File: src/rtl/keypad_pkg.sv
// Shared key codes, FSM state encoding and key/state classification helpers
// for the keypad code lock.
package keypad_pkg;

  localparam logic [3:0] KEY_CLEAR = 4'hA;
  localparam logic [3:0] KEY_ENTER = 4'hB;
  localparam logic [3:0] KEY_PROG  = 4'hC;

  typedef enum logic [2:0] {
    ENTRY_0  = 3'd0,
    ENTRY_1  = 3'd1,
    ENTRY_2  = 3'd2,
    UNLOCKED = 3'd3,
    PROG_0   = 3'd4,
    PROG_1   = 3'd5,
    PROG_2   = 3'd6,
    LOCKOUT  = 3'd7
  } lock_state_t;

  function automatic logic is_digit(input logic [3:0] key);
    return (key <= 4'd9);
  endfunction

  // Open states are the ones where the lock reports unlocked.
  function automatic logic is_open(input lock_state_t st);
    return (st == UNLOCKED) || (st == PROG_0) || (st == PROG_1) || (st == PROG_2);
  endfunction

endpackage

File: src/rtl/keypad_code_lock_if.sv
// Keypad code-lock bus: decoder ready/key towards the lock, display digits and
// status flags back from it.
interface keypad_code_lock_if;
  logic       ready;
  logic [3:0] key;
  logic [3:0] d1;
  logic [3:0] d0;
  logic       unlocked;
  logic       locked_out;
  logic       err;

  modport master (output ready, key, input d1, d0, unlocked, locked_out, err);
  modport slave  (input ready, key, output d1, d0, unlocked, locked_out, err);
endinterface

File: src/rtl/key_strobe_sync.sv
// Brings the asynchronous keypad ready into the clk domain and turns each
// rising edge into a single-cycle strobe (two sync flops plus edge detect).
module key_strobe_sync (
  input  logic clk,
  input  logic reset,
  input  logic ready,
  output logic strobe
);

  logic meta_r;
  logic sync_r;
  logic prev_r;

  // Synchronizer chain and previous-value flop for edge detection.
  always_ff @(posedge clk or posedge reset) begin
    if (reset) begin
      meta_r <= 1'b0;
      sync_r <= 1'b0;
      prev_r <= 1'b0;
    end else begin
      meta_r <= ready;
      sync_r <= meta_r;
      prev_r <= sync_r;
    end
  end

  assign strobe = sync_r & ~prev_r;

endmodule

File: src/rtl/keypad_code_lock.sv
// Two-digit keypad code lock: digit entry, code compare, code programming and
// failure lockout. Define AUTO_RELOCK_EN to relock after an idle period.
module keypad_code_lock
  import keypad_pkg::*;
#(
  parameter logic [7:0] DEFAULT_CODE   = 8'h42,
  parameter int         LOCK_TRIES     = 3,
  parameter int         LOCKOUT_CYCLES = 1000,
  parameter int         RELOCK_CYCLES  = 5000
) (
  input logic               clk,
  input logic               reset,
  keypad_code_lock_if.slave bus
);

  localparam int LOCK_W = $clog2(LOCKOUT_CYCLES);
  localparam int FAIL_W = $clog2(LOCK_TRIES + 1);
  localparam logic [LOCK_W-1:0] LOCK_LOAD = LOCK_W'(LOCKOUT_CYCLES - 1);
  localparam logic [LOCK_W-1:0] LOCK_ZERO = {LOCK_W{1'b0}};
  localparam logic [LOCK_W-1:0] LOCK_ONE  = LOCK_W'(1);
  localparam logic [FAIL_W-1:0] FAIL_MAX  = FAIL_W'(LOCK_TRIES);
  localparam logic [FAIL_W-1:0] FAIL_ZERO = {FAIL_W{1'b0}};
  localparam logic [FAIL_W-1:0] FAIL_ONE  = FAIL_W'(1);

  if (LOCK_TRIES < 1 || LOCKOUT_CYCLES < 2 || RELOCK_CYCLES < 1) begin : g_param_check
    $error("keypad_code_lock: parameter out of range");
  end

  lock_state_t       state_r, state_next_s;
  logic [3:0]        d1_r, d0_r, d1_next_s, d0_next_s;
  logic [7:0]        code_r, code_next_s;
  logic [FAIL_W-1:0] fail_cnt_r, fail_next_s, fail_inc_s;
  logic [LOCK_W-1:0] lock_cnt_r, lock_next_s;
  logic              err_s, err_r, unlocked_r, locked_out_r;
  logic              strobe_s, digit_s, clear_s, enter_s, prog_s, in_prog_s;
  logic              relock_s;

  key_strobe_sync u_sync (
    .clk    (clk),
    .reset  (reset),
    .ready  (bus.ready),
    .strobe (strobe_s)
  );

  assign digit_s   = is_digit(bus.key);
  assign clear_s   = (bus.key == KEY_CLEAR);
  assign enter_s   = (bus.key == KEY_ENTER);
  assign prog_s    = (bus.key == KEY_PROG);
  assign in_prog_s = (state_r == PROG_0) || (state_r == PROG_1) || (state_r == PROG_2);
  assign fail_inc_s = (fail_cnt_r == FAIL_MAX) ? FAIL_MAX : (fail_cnt_r + FAIL_ONE);

`ifdef AUTO_RELOCK_EN
  localparam int IDLE_W = $clog2(RELOCK_CYCLES + 1);
  localparam logic [IDLE_W-1:0] IDLE_LAST = IDLE_W'(RELOCK_CYCLES - 1);
  localparam logic [IDLE_W-1:0] IDLE_ZERO = {IDLE_W{1'b0}};
  localparam logic [IDLE_W-1:0] IDLE_ONE  = IDLE_W'(1);
  logic [IDLE_W-1:0] idle_cnt_r;

  assign relock_s = is_open(state_r) && !strobe_s && (idle_cnt_r == IDLE_LAST);

  // Idle timer: open-state cycles since the last key strobe.
  always_ff @(posedge clk or posedge reset) begin
    if (reset) begin
      idle_cnt_r <= IDLE_ZERO;
    end else if (!is_open(state_r) || strobe_s || relock_s) begin
      idle_cnt_r <= IDLE_ZERO;
    end else begin
      idle_cnt_r <= idle_cnt_r + IDLE_ONE;
    end
  end
`else
  assign relock_s = 1'b0;
`endif

  // Next-state, datapath and err decode for the current strobe or timer event.
  always_comb begin
    state_next_s = state_r;
    d1_next_s    = d1_r;
    d0_next_s    = d0_r;
    code_next_s  = code_r;
    fail_next_s  = fail_cnt_r;
    lock_next_s  = lock_cnt_r;
    err_s        = 1'b0;
    case (state_r)
      ENTRY_0, PROG_0, ENTRY_1, PROG_1: begin
        if (!strobe_s) begin
          state_next_s = state_r;
        end else if (digit_s) begin
          if (state_r == ENTRY_0 || state_r == PROG_0) begin
            d1_next_s    = bus.key;
            state_next_s = in_prog_s ? PROG_1 : ENTRY_1;
          end else begin
            d0_next_s    = bus.key;
            state_next_s = in_prog_s ? PROG_2 : ENTRY_2;
          end
        end else if (clear_s) begin
          d1_next_s    = 4'd0;
          d0_next_s    = 4'd0;
          state_next_s = in_prog_s ? UNLOCKED : ENTRY_0;
        end else if (enter_s || prog_s) begin
          err_s = 1'b1;
        end else begin
          state_next_s = state_r;
        end
      end
      ENTRY_2, PROG_2: begin
        if (!strobe_s) begin
          state_next_s = state_r;
        end else if (digit_s || prog_s) begin
          err_s = 1'b1;
        end else if (clear_s) begin
          d1_next_s    = 4'd0;
          d0_next_s    = 4'd0;
          state_next_s = in_prog_s ? UNLOCKED : ENTRY_0;
        end else if (enter_s) begin
          d1_next_s = 4'd0;
          d0_next_s = 4'd0;
          if (in_prog_s) begin
            code_next_s  = {d1_r, d0_r};
            state_next_s = UNLOCKED;
          end else if ({d1_r, d0_r} == code_r) begin
            fail_next_s  = FAIL_ZERO;
            state_next_s = UNLOCKED;
          end else begin
            err_s       = 1'b1;
            fail_next_s = fail_inc_s;
            if (fail_inc_s == FAIL_MAX) begin
              lock_next_s  = LOCK_LOAD;
              state_next_s = LOCKOUT;
            end else begin
              state_next_s = ENTRY_0;
            end
          end
        end else begin
          state_next_s = state_r;
        end
      end
      UNLOCKED: begin
        if (!strobe_s) begin
          state_next_s = state_r;
        end else if (enter_s || clear_s) begin
          state_next_s = ENTRY_0;
        end else if (prog_s) begin
          d1_next_s    = 4'd0;
          d0_next_s    = 4'd0;
          state_next_s = PROG_0;
        end else if (digit_s) begin
          err_s = 1'b1;
        end else begin
          state_next_s = state_r;
        end
      end
      LOCKOUT: begin
        if (lock_cnt_r == LOCK_ZERO) begin
          fail_next_s  = FAIL_ZERO;
          state_next_s = ENTRY_0;
        end else begin
          lock_next_s = lock_cnt_r - LOCK_ONE;
        end
      end
      default: begin
        state_next_s = ENTRY_0;
      end
    endcase
    // Idle relock drops any half-entered programming digits.
    if (relock_s) begin
      d1_next_s    = 4'd0;
      d0_next_s    = 4'd0;
      state_next_s = ENTRY_0;
    end else begin
      state_next_s = state_next_s;
    end
  end

  // FSM state, digit/code registers and counters.
  always_ff @(posedge clk or posedge reset) begin
    if (reset) begin
      state_r    <= ENTRY_0;
      d1_r       <= 4'd0;
      d0_r       <= 4'd0;
      code_r     <= DEFAULT_CODE;
      fail_cnt_r <= FAIL_ZERO;
      lock_cnt_r <= LOCK_ZERO;
    end else begin
      state_r    <= state_next_s;
      d1_r       <= d1_next_s;
      d0_r       <= d0_next_s;
      code_r     <= code_next_s;
      fail_cnt_r <= fail_next_s;
      lock_cnt_r <= lock_next_s;
    end
  end

  // Status outputs registered from the next state so they line up with the digits.
  always_ff @(posedge clk or posedge reset) begin
    if (reset) begin
      unlocked_r   <= 1'b0;
      locked_out_r <= 1'b0;
      err_r        <= 1'b0;
    end else begin
      unlocked_r   <= is_open(state_next_s);
      locked_out_r <= (state_next_s == LOCKOUT);
      err_r        <= err_s;
    end
  end

  assign bus.d1         = d1_r;
  assign bus.d0         = d0_r;
  assign bus.unlocked   = unlocked_r;
  assign bus.locked_out = locked_out_r;
  assign bus.err        = err_r;

endmodule
File: src/flat_wrapper.sv
// flat-port wrapper written by rule: the top's interface ports become plain ports
module keypad_code_lock_flat import keypad_pkg::*;
#(
  parameter logic [7:0] DEFAULT_CODE   = 8'h42,
  parameter int         LOCK_TRIES     = 3,
  parameter int         LOCKOUT_CYCLES = 1000,
  parameter int         RELOCK_CYCLES  = 5000
)
  (clk, reset, bus_ready, bus_key, bus_d1, bus_d0, bus_unlocked, bus_locked_out, bus_err);
  keypad_code_lock_if bus_i ();
  input logic clk;
  input logic reset;
  input wire logic [$bits(bus_i.ready)-1:0] bus_ready;
  input wire logic [$bits(bus_i.key)-1:0] bus_key;
  output wire logic [$bits(bus_i.d1)-1:0] bus_d1;
  output wire logic [$bits(bus_i.d0)-1:0] bus_d0;
  output wire logic [$bits(bus_i.unlocked)-1:0] bus_unlocked;
  output wire logic [$bits(bus_i.locked_out)-1:0] bus_locked_out;
  output wire logic [$bits(bus_i.err)-1:0] bus_err;
  assign bus_i.ready = bus_ready;
  assign bus_i.key = bus_key;
  assign bus_d1 = bus_i.d1;
  assign bus_d0 = bus_i.d0;
  assign bus_unlocked = bus_i.unlocked;
  assign bus_locked_out = bus_i.locked_out;
  assign bus_err = bus_i.err;
  keypad_code_lock #(.DEFAULT_CODE(DEFAULT_CODE), .LOCK_TRIES(LOCK_TRIES), .LOCKOUT_CYCLES(LOCKOUT_CYCLES), .RELOCK_CYCLES(RELOCK_CYCLES)) u_core (.clk(clk), .reset(reset), .bus(bus_i));
endmodule
File: config.mk
export PLATFORM = sky130hd
export DESIGN_NAME = keypad_code_lock_flat
export DESIGN_NICKNAME = d
export VERILOG_FILES = /design/src/rtl/keypad_pkg.sv /design/src/rtl/keypad_code_lock_if.sv /design/src/rtl/key_strobe_sync.sv /design/src/rtl/keypad_code_lock.sv /design/src/flat_wrapper.sv
export SDC_FILE = /design/constraint.sdc
export NUM_CORES = 1
export LEC_CHECK = 0
export CAP_MARGIN = 5
export CORE_MARGIN = 1
export CORE_UTILIZATION = 50
export DETAILED_ROUTE_END_ITERATION = 6
export DONT_BUFFER_PORTS = 1
export GPL_TIMING_DRIVEN = 0
export PLACE_DENSITY = 0.63
export REMOVE_ABC_BUFFERS = 1
export SYNTH_ARGS = -nofsm -noshare
export SYNTH_HDL_FRONTEND = slang
export SYNTH_SLANG_ARGS = --single-unit
export TNS_END_PERCENT = 5
File: constraint.sdc
create_clock -name clk -period 2.8 [get_ports clk]
set_input_delay 0.42 -clock clk [delete_from_list [all_inputs] [get_ports clk]]
set_output_delay 0.42 -clock clk [all_outputs]
set_load 0.02 [all_outputs]
Word level (Yosys, flattened, before mapping):

Index checks and enable logic that the tools add are counted.
W data, S select, Z words.

* logic and storage cells: 142
* register bits: 37
* ROM bits: 0
* memories: 0
* bits in writable memories: 0
* bits in latches: 0

* $add $sub $neg: 2
* reduce and logical (&&, ||, !) cells: 20
* $mul: 0
* equal/unequal tests: 35
* shift-type cells: 0
* div/mod/pow operators: 0
* multiplexer cells: 68
* bitwise operators: 4
* $lt $le $gt $ge: 1

Operator list (number)
* $mux W10: 8
* $mux W4: 14
* $mux W3: 17
* $eq A3 B3 Y1 const B: 8
* $pmux W4 S3: 2
* $pmux W10 S2: 1
* $reduce_and A10 Y1: 2
* $mux W2: 9
* $mux W1: 14
* $ne A2 B1 Y1 const B: 7
* $eq A4 B4 Y1 const B: 3
* $ne A2 B2 Y1 const B: 6
* $pmux W3 S4: 1
* $logic_not A10 Y1: 1
* $sub A10 B1 Y10 const B: 1
* $eq A3 B2 Y1 const B: 3
* $logic_or A1 B1 Y1: 9
* $reduce_and A9 Y1: 1
* $eq A8 B8 Y1: 1
* $reduce_and A7 Y1: 1
* $ne A3 B1 Y1 const B: 2
* $ne A3 B3 Y1 const B: 2
* $reduce_and A6 Y1: 1
* $eq A2 B2 Y1 const B: 2
* other kinds (12): 14

Depth between registers and ports, before layout:

Gate-level depths: netlist of the first run.

* word-level depth: 15
* gate-level depth with buffers: 9
* gate-level depth less buffers: 8

By module:

From an unflattened synthesis of the first run, not the netlist that was laid out.

* cell total of the unflattened synthesis: 214
* area total of the unflattened synthesis: 2193.4 sq um

By module, submodules not included
* keypad_code_lock: sequential area each 853.3 sq um, instances 1, area an instance 2100.8 sq um, cells an instance 209
* key_strobe_sync: sequential area each 75.1 sq um, instances 1, area an instance 92.6 sq um, cells an instance 5

Least setup slack after synthesis of the first run:

OpenSTA, ideal clock, no wires.

* path type: reg-to-reg
* from: reg u_core.lock_cnt_r[0]
* to: reg u_core.lock_cnt_r[5]
* path buffers: 1
* data required time: 2682 ps
* slack: 664 ps
* arrival time: 2018 ps
* period minus slack after synthesis: 2136 ps
* stages on the path, launching flop included: 10
* cell sequence: dfrtp_1 -> inv_1 -> ha_1 -> or3b_1 -> o41a_4 -> nor2_2 -> or2_1 -> buf_6 -> inv_4 -> a21o_1

* longest elaborated chain between the ends: 3
* elaborated cells on any way between the ends: 6
* those cells by class: 1 x add/sub; 1 x eq/ne; 2 x mux; 2 x reduce/logical

RTL lines
* start, declared: line keypad_code_lock.sv:33 `logic [LOCK_W-1:0] lock_cnt_r, lock_next_s;`
* start signal, assigned: line keypad_code_lock.sv:190 `lock_cnt_r <= lock_next_s;`
* $sub A10 B1 Y10 / $logic_not A10 Y1 (equally long branches): line keypad_code_lock.sv:158, keypad_code_lock.sv:154
* $mux W10 / $ne A2 B2 Y1 (equally long branches)
* $pmux W10 S2 / $reduce_and A9 Y1 (equally long branches)

Parallel ways exist; a longest one is shown, timed or not. The select of a mux whose other input is x is not followed.
A chain may end at the register's enable or synchronous reset.

Worst setup path in the final report of the first run:

Same ends and word-level chain as after synthesis.

==> results of run 1 <==
==> registers in the layout, indices dropped and copies added, names as in the netlist <==
register,count
u_core.code_r,8
u_core.bus.err,1
u_core.u_sync.prev_r,1
u_core.bus.unlocked,1
u_core.bus.d1,4
u_core.bus.locked_out,1
u_core.fail_cnt_r,2
u_core.state_r,3
u_core.lock_cnt_r,10
u_core.u_sync.sync_r,1
u_core.u_sync.meta_r,1
u_core.bus.d0,4
==> path summary, 6_finish.rpt <==
path | from | to | slack (ns) | cells past startpoint
worst max-delay path | u_core.lock_cnt_r[0] | u_core.lock_cnt_r[5] | 0.38 | 8
worst min-delay path | reset | u_core.lock_cnt_r[7] | 0.13 | 1
worst max register to register | u_core.lock_cnt_r[0] | u_core.lock_cnt_r[5] | 0.38 | 8
worst min register to register | u_core.u_sync.meta_r | u_core.u_sync.sync_r | 0.36 | 0
max in group asynchronous | reset | u_core.code_r[6] | 2.05 | 2
min in group clk | bus_ready | u_core.u_sync.meta_r | 0.15 | 0
==> synth_stat cells (2+ instances only) <==
cell / instances
dfrtp_1: 35
nor2_1: 18
mux2_2: 16
a21oi_1: 12
nand2_1: 12
nor3_1: 10
o21ai_0: 10
clkbuf_1: 8
xor2_1: 8
inv_1: 6
o31ai_1: 6
and2_1: 5
nor2b_1: 5
or3_1: 5
a21o_1: 4
nand2b_1: 3
o21a_1: 3
o41ai_1: 3
a211oi_1: 2
dfstp_2: 2
nand3_1: 2
nand3b_1: 2
nor4_1: 2
==> cell type report <==
class	instances	area, sq um	share of cell area (%)
flip-flops and latches	37	928	42.3
clock buffers	6	82.6	3.76
multi-input cells	155	1050	48.0
repair buffers	1	27.5	1.25
clock inverters	2	13.8	0.627
well taps	48	60.1	2.74
inverters	7	28.8	1.31
==> cell families after synthesis <==
family / synth area share [%]
compound gates: 18.8
xor+xnor: 3.40
fa+ha+maj: 0.608
buf+inv: 3.65
flops: 45.1
mux: 9.24
simple gates: 19.2
==> power by group through the flow <==
stage               logic [uW]  registers, uW  clock network (uW)
finish                     408            860                 391
global route               463            882                 429
CTS                        412            862                 403
detailed placement         408            873                   0
global placement           397            867                   0
floorplan                  335            825                   0
==> through the flow <==
stage               util (%)  instances
floorplan                  -        199
global placement        54.5        247
detailed placement      55.3        248
CTS                     57.8        256
global route            57.8        256
finish                  57.8        256
==> layer usage <==
layer,vias to the layer above,part of all wire [%]
li1,755,-
met1,751,42
met3,7,6.9
met5,-,0
met4,0,1.5
met2,43,50
==> results.txt, run 1 <==
Switching Share = 38.1%
Most Crowded Layer GR = met2
Clock power share = 23.6%
Post-DP Area = 2100 sq um
Overall routed net length = 4090 um
Drt pass-1 iters = 4
Hold WS = 0.133 ns
Async set-reset flop share out of synthesis = 100%
Post-synth EDFFs = 0
Share of layout cells above drive strength 1 = 15.9%
Synth area leader = dfrtp_1
First-pass GRT wire length = 6930 um
Worst VDD drop = 435 uV
Hpwl dp = 3020 um
Top Ports = 18
Top Family by Delay on Critical Path = simple AND/OR/NAND/NOR gates
Syn Area/Cell = 9.85 sq um
Largest cells by area after synthesis = dfrtp_1, mux2_2, xor2_1
Max Root-Sink Buffers = 2
Vias in the first global route = 1482
Row Count = 22
Hold WC Path Type = in2async
CTS resizes = 0
Final Slew Violations = 0
Critical Path AT = 2.60 ns
Crit-path max FO = 9
Clock latency on the worst-skew pair = 0.29 ns
Distinct cell type count after synthesis = 53
Final Setup Violations = 0
GPL Wtd Cong = 0.824
I/O Buffers = 0
Cts bufs inserted = 5
Sink Count = 37
Post-CTS Setup Inserts = 0
Startpoint types = register
Final Hold Vio Count = 0
Die Wd = 66.2 um
Htree depth = 2
Avg WL per Cell = 16.0 um
Critical Path RT = 2.98 ns
Pwr/cell area = 755 nW/um^2
Top-area cell type share of the netlist area = 42.6%
Slew HR = 51.8%
GR Util met3 = 7.24%
Full die area = 4380 sq um
Part of the power in registers = 51.9%
Top FF cell, synth = dfrtp_1
Min Tclk post-route = 2.42 ns
Worst slack, placed = 0.392 ns
P_sw = 632 uW
Commonest non-fill, non-tap cell in the layout = dfrtp_1
Clk pin slew, worst setup/hold paths = 0.07 ns
Via density = 6.08
Die Y = 66.2 um
Fmax = 0.414 GHz
CP max stage delay = 0.49 ns
Max-cap violations = 0
Mapped Cells = 209
Cts hold-fix bufs = 0
Period utilization = 86.3%
Crit path max-delay cell type = o41a_4
Clk root buf = clkbuf_8
Routed Antenna Nets = 0
Worst-Margin Slew = 0.722 ns
Most frequent cells in the layout = dfrtp_1, nor2_1, mux2_2
Comb pwr share = 24.6%
GRT Resource Usage Total = 21.5%
TritonCTS clock tree = built
Worst-path cell chain = inv_1 -> ha_1 -> or3b_1 -> o41a_4 -> nor2_2 -> or2_1 -> inv_4 -> a21o_1
M2 GR Usage = 34.1%
Total power = 1660 uW
Area grow syn2layout = 6.69%
RSZ-0062 raised after global routing = false
Worst setup EP type = register
Post-Synthesis Cell Area = 2060 sq um
Fillcell total = 325
Diodes inserted = 0
Seq/Total Area, Yosys = 45.1%
Int Pwr = 1030 uW
Crit path buffers/inverters = 2
Initial antenna violation count = 0
GRT met1 Usage = 27.2%
Synth warn = 0
Setup tns final = 0 ns
Final nets = 215
Core area = 3800 sq um
Pleak = 0.000962 uW
DR iter-0 viols = 101
Yosys reg bits = 37
Largest net degree at the start of global routing = 22
Final worst slack = 0.385 ns
Total number of vias = 1556
GRT overflow = 0
Drc violations = 0
CP Class = reg2reg
Initial Util = 54.2%
Outcome = completed
Worst Skew = 0.00342 ns
Final Cell Area = 2200 sq um
No activity file was read; power rests on OpenSTA's default activity.
==> run 2: changes to the inputs <==
CAP_MARGIN = 20   (was 5)
==> results of run 2 <==
Final layout, timing and power as in run 1 (identical DEF).
==> run 3: changes to the inputs <==
CORE_ASPECT_RATIO = 0.7   (was not set)
DONT_BUFFER_PORTS = not set   (was 1)
GPL_ROUTABILITY_DRIVEN = 0   (was not set)
PLACE_DENSITY = 0.69   (was 0.63)
==> run 3 against run 2 <==
Against the previous run: critical path depth shrank 1; critical path type is now in2reg; highest routed layer unchanged; first-iteration DRC count shrank 46%; largest cell class unchanged; hold slack gained 0.23 ns.
==> results.txt, run 3 (synthesized netlist as in run 1, its figures left out) <==
GRT Resource Usage Total = 23.0% (+1.5 points)
Fmax = 0.393 GHz (-5.1%)
Worst setup EP type = register
P_sw = 650 uW (+2.8%)
TritonCTS clock tree = built
Overall routed net length = 4430 um (+8.3%)
First-pass GRT wire length = 7520 um (+8.6%)
Initial antenna violation count = 0 (unchanged)
Hold WS = 0.364 ns (+0.231 ns)
Critical Path RT = 2.97 ns (about the same)
Total power = 1780 uW (+7.4%)
Drt pass-1 iters = 4 (unchanged)
Die Wd = 78.7 um (+19%)
Die Y = 55.7 um (-16%)
Setup tns final = 0 ns (unchanged)
Largest regs = u_core.lock_cnt_r (10), u_core.code_r (8)
Pleak = 0.00102 uW (+5.9%)
Final Hold Vio Count = 0 (unchanged)
Commonest non-fill, non-tap cell in the layout = dfrtp_1
Share of layout cells above drive strength 1 = 13.8% (-2.1 points)
Clk pin slew, worst setup/hold paths = 0.06 ns (about the same)
Avg WL per Cell = 16.0 um (+0.13%)
Part of the power in registers = 43.5% (-8.4 points)
CTS resizes = 0 (unchanged)
Worst-Margin Slew = 0.828 ns (+0.106 ns)
Switching Share = 36.5% (-1.6 points)
Hold WC Path Type = reg2reg
Period utilization = 90.9% (+4.6 points)
CP Class = in2reg
Min Tclk post-route = 2.54 ns (+0.129 ns)
Total number of vias = 1648 (+5.9%)
Most frequent cells in the layout = dfrtp_1, nor2_1, clkdlybuf4s50_1
Core area = 3920 sq um (+3.3%)
Pwr/cell area = 753 nW/um^2 (-0.27%)
Clock latency on the worst-skew pair = 0.29 ns (about the same)
Clock power share = 21.2% (-2.4 points)
Sink Count = 37 (unchanged)
Routed Antenna Nets = 0 (unchanged)
Biggest register = u_core.lock_cnt_r
Cts hold-fix bufs = 0 (unchanged)
Final nets = 232 (+7.9%)
Worst-path cell chain = clkdlybuf4s50_1 -> nand4bb_1 -> nor3_1 -> o21ai_0 -> o21a_1 -> a21oi_1 -> mux2_2
Outcome = completed
Diodes inserted = 0 (unchanged)
Startpoint types = input pin
Cts bufs inserted = 5 (unchanged)
GRT overflow = 0 (unchanged)
Post-CTS Setup Inserts = 0 (unchanged)
Max-cap violations = 0 (unchanged)
Slew HR = 44.7% (-7.1 points)
Critical Path AT = 2.72 ns (+0.12 ns)
Htree depth = 2 (unchanged)
Full die area = 4380 sq um (about the same)
I/O Buffers = 17 (+17)
Initial Util = 52.5% (-1.7 points)
Fillcell total = 342 (+5.2%)
Clk root buf = clkbuf_8
Comb pwr share = 35.3% (+11 points)
Vias in the first global route = 1566 (+5.7%)
CP max stage delay = 0.62 ns (+0.13 ns)
Crit path max-delay cell type = clkdlybuf4s50_1
Max reg flops = 10 (unchanged)
Via density = 5.95 (-2.1%)
Final Setup Violations = 0 (unchanged)
Worst VDD drop = 542 uV (+25%)
Row Count = 19 (-14%)
Drc violations = 0 (unchanged)
Final Slew Violations = 0 (unchanged)
Crit-path max FO = 12 (+3)
Area grow syn2layout = 14.9%
RSZ-0062 raised after global routing = false
Worst Skew = 0.00427 ns (+0.000841 ns)
DR iter-0 viols = 55 (-46%)
Max Root-Sink Buffers = 2 (unchanged)
Hpwl dp = 3260 um (+8.0%)
Largest net degree at the start of global routing = 21 (-4.5%)
Top Ports = 18 (unchanged)
Int Pwr = 1130 uW (+10%)
-- run 3: cell count changes in the layout (fill, tap and decap cells not counted) --
cell,before,now
clkdlybuf4s50_1,0,17
clkbuf_1,0,2
clkinv_2,1,0
clkinv_4,1,0
-- run 3: path summary, 6_finish.rpt --
path	to	cells after the start	slack [ns]	start
setup / recovery	u_core.bus.d1[3]	7	0.26	bus_key[1]
hold / removal	u_core.u_sync.sync_r	0	0.36	u_core.u_sync.meta_r
setup reg to reg	u_core.lock_cnt_r[5]	8	0.34	u_core.lock_cnt_r[0]
hold reg to reg	u_core.u_sync.sync_r	0	0.36	u_core.u_sync.meta_r
max in group asynchronous	u_core.state_r[1]	3	1.64	reset
min in group asynchronous	u_core.code_r[5]	2	0.61	reset
-- run 3: cell type report --
cell class                      instances  area [sq um]  share of cell area, %
Multi-Input combinational cell        155          1050                   44.6
Sequential cell                        37           928                   39.3
Timing Repair Buffer                   18           198                   8.36
Clock buffer                            8          90.1                   3.81
Tap cell                               52          65.1                   2.75
Inverter                                7          28.8                   1.22
-- run 3: per-stage QoR --
step | cell area (sq um) | worst slack, ns | cells | util [%]
finish | 2360 | 0.256 | 277 | 60.3
global route | 2360 | 0.166 | 277 | 60.3
CTS | 2360 | 0.306 | 277 | 60.3
detailed placement | 2270 | 0.0102 | 269 | 58.0
global placement | 2250 | 0.0401 | 268 | 57.3
floorplan | 2010 | 0.597 | 199 | -
-- run 3: layer usage --
layer	share of wire, %	global-route usage (%)	vias to the layer above
met2	45	31.9	53
met3	4.5	5.25	4
met1	50	34.2	799
met4	1.0	9.52	0
met5	0	0	-
li1	-	-	792
-- run 3: critical path: cells and delay by family --
kind                   cells  cell delay [ns]
AND/OR/NAND/NOR            2             0.57
buffers and inverters      1             0.62
multiplexers               1             0.40
AO/OA/AOI/OAI              3             0.72
-- run 3: power by group through the flow --
stage          clock network (uW)  logic (uW)  registers [uW]
3_5_place_dp                    0         622             784
2_1_floorplan                   0         335             825
4_1_cts                       385         627             775
6_report                      377         629             776
5_1_grt                       407         688             795
3_3_place_gp                    0         608             772
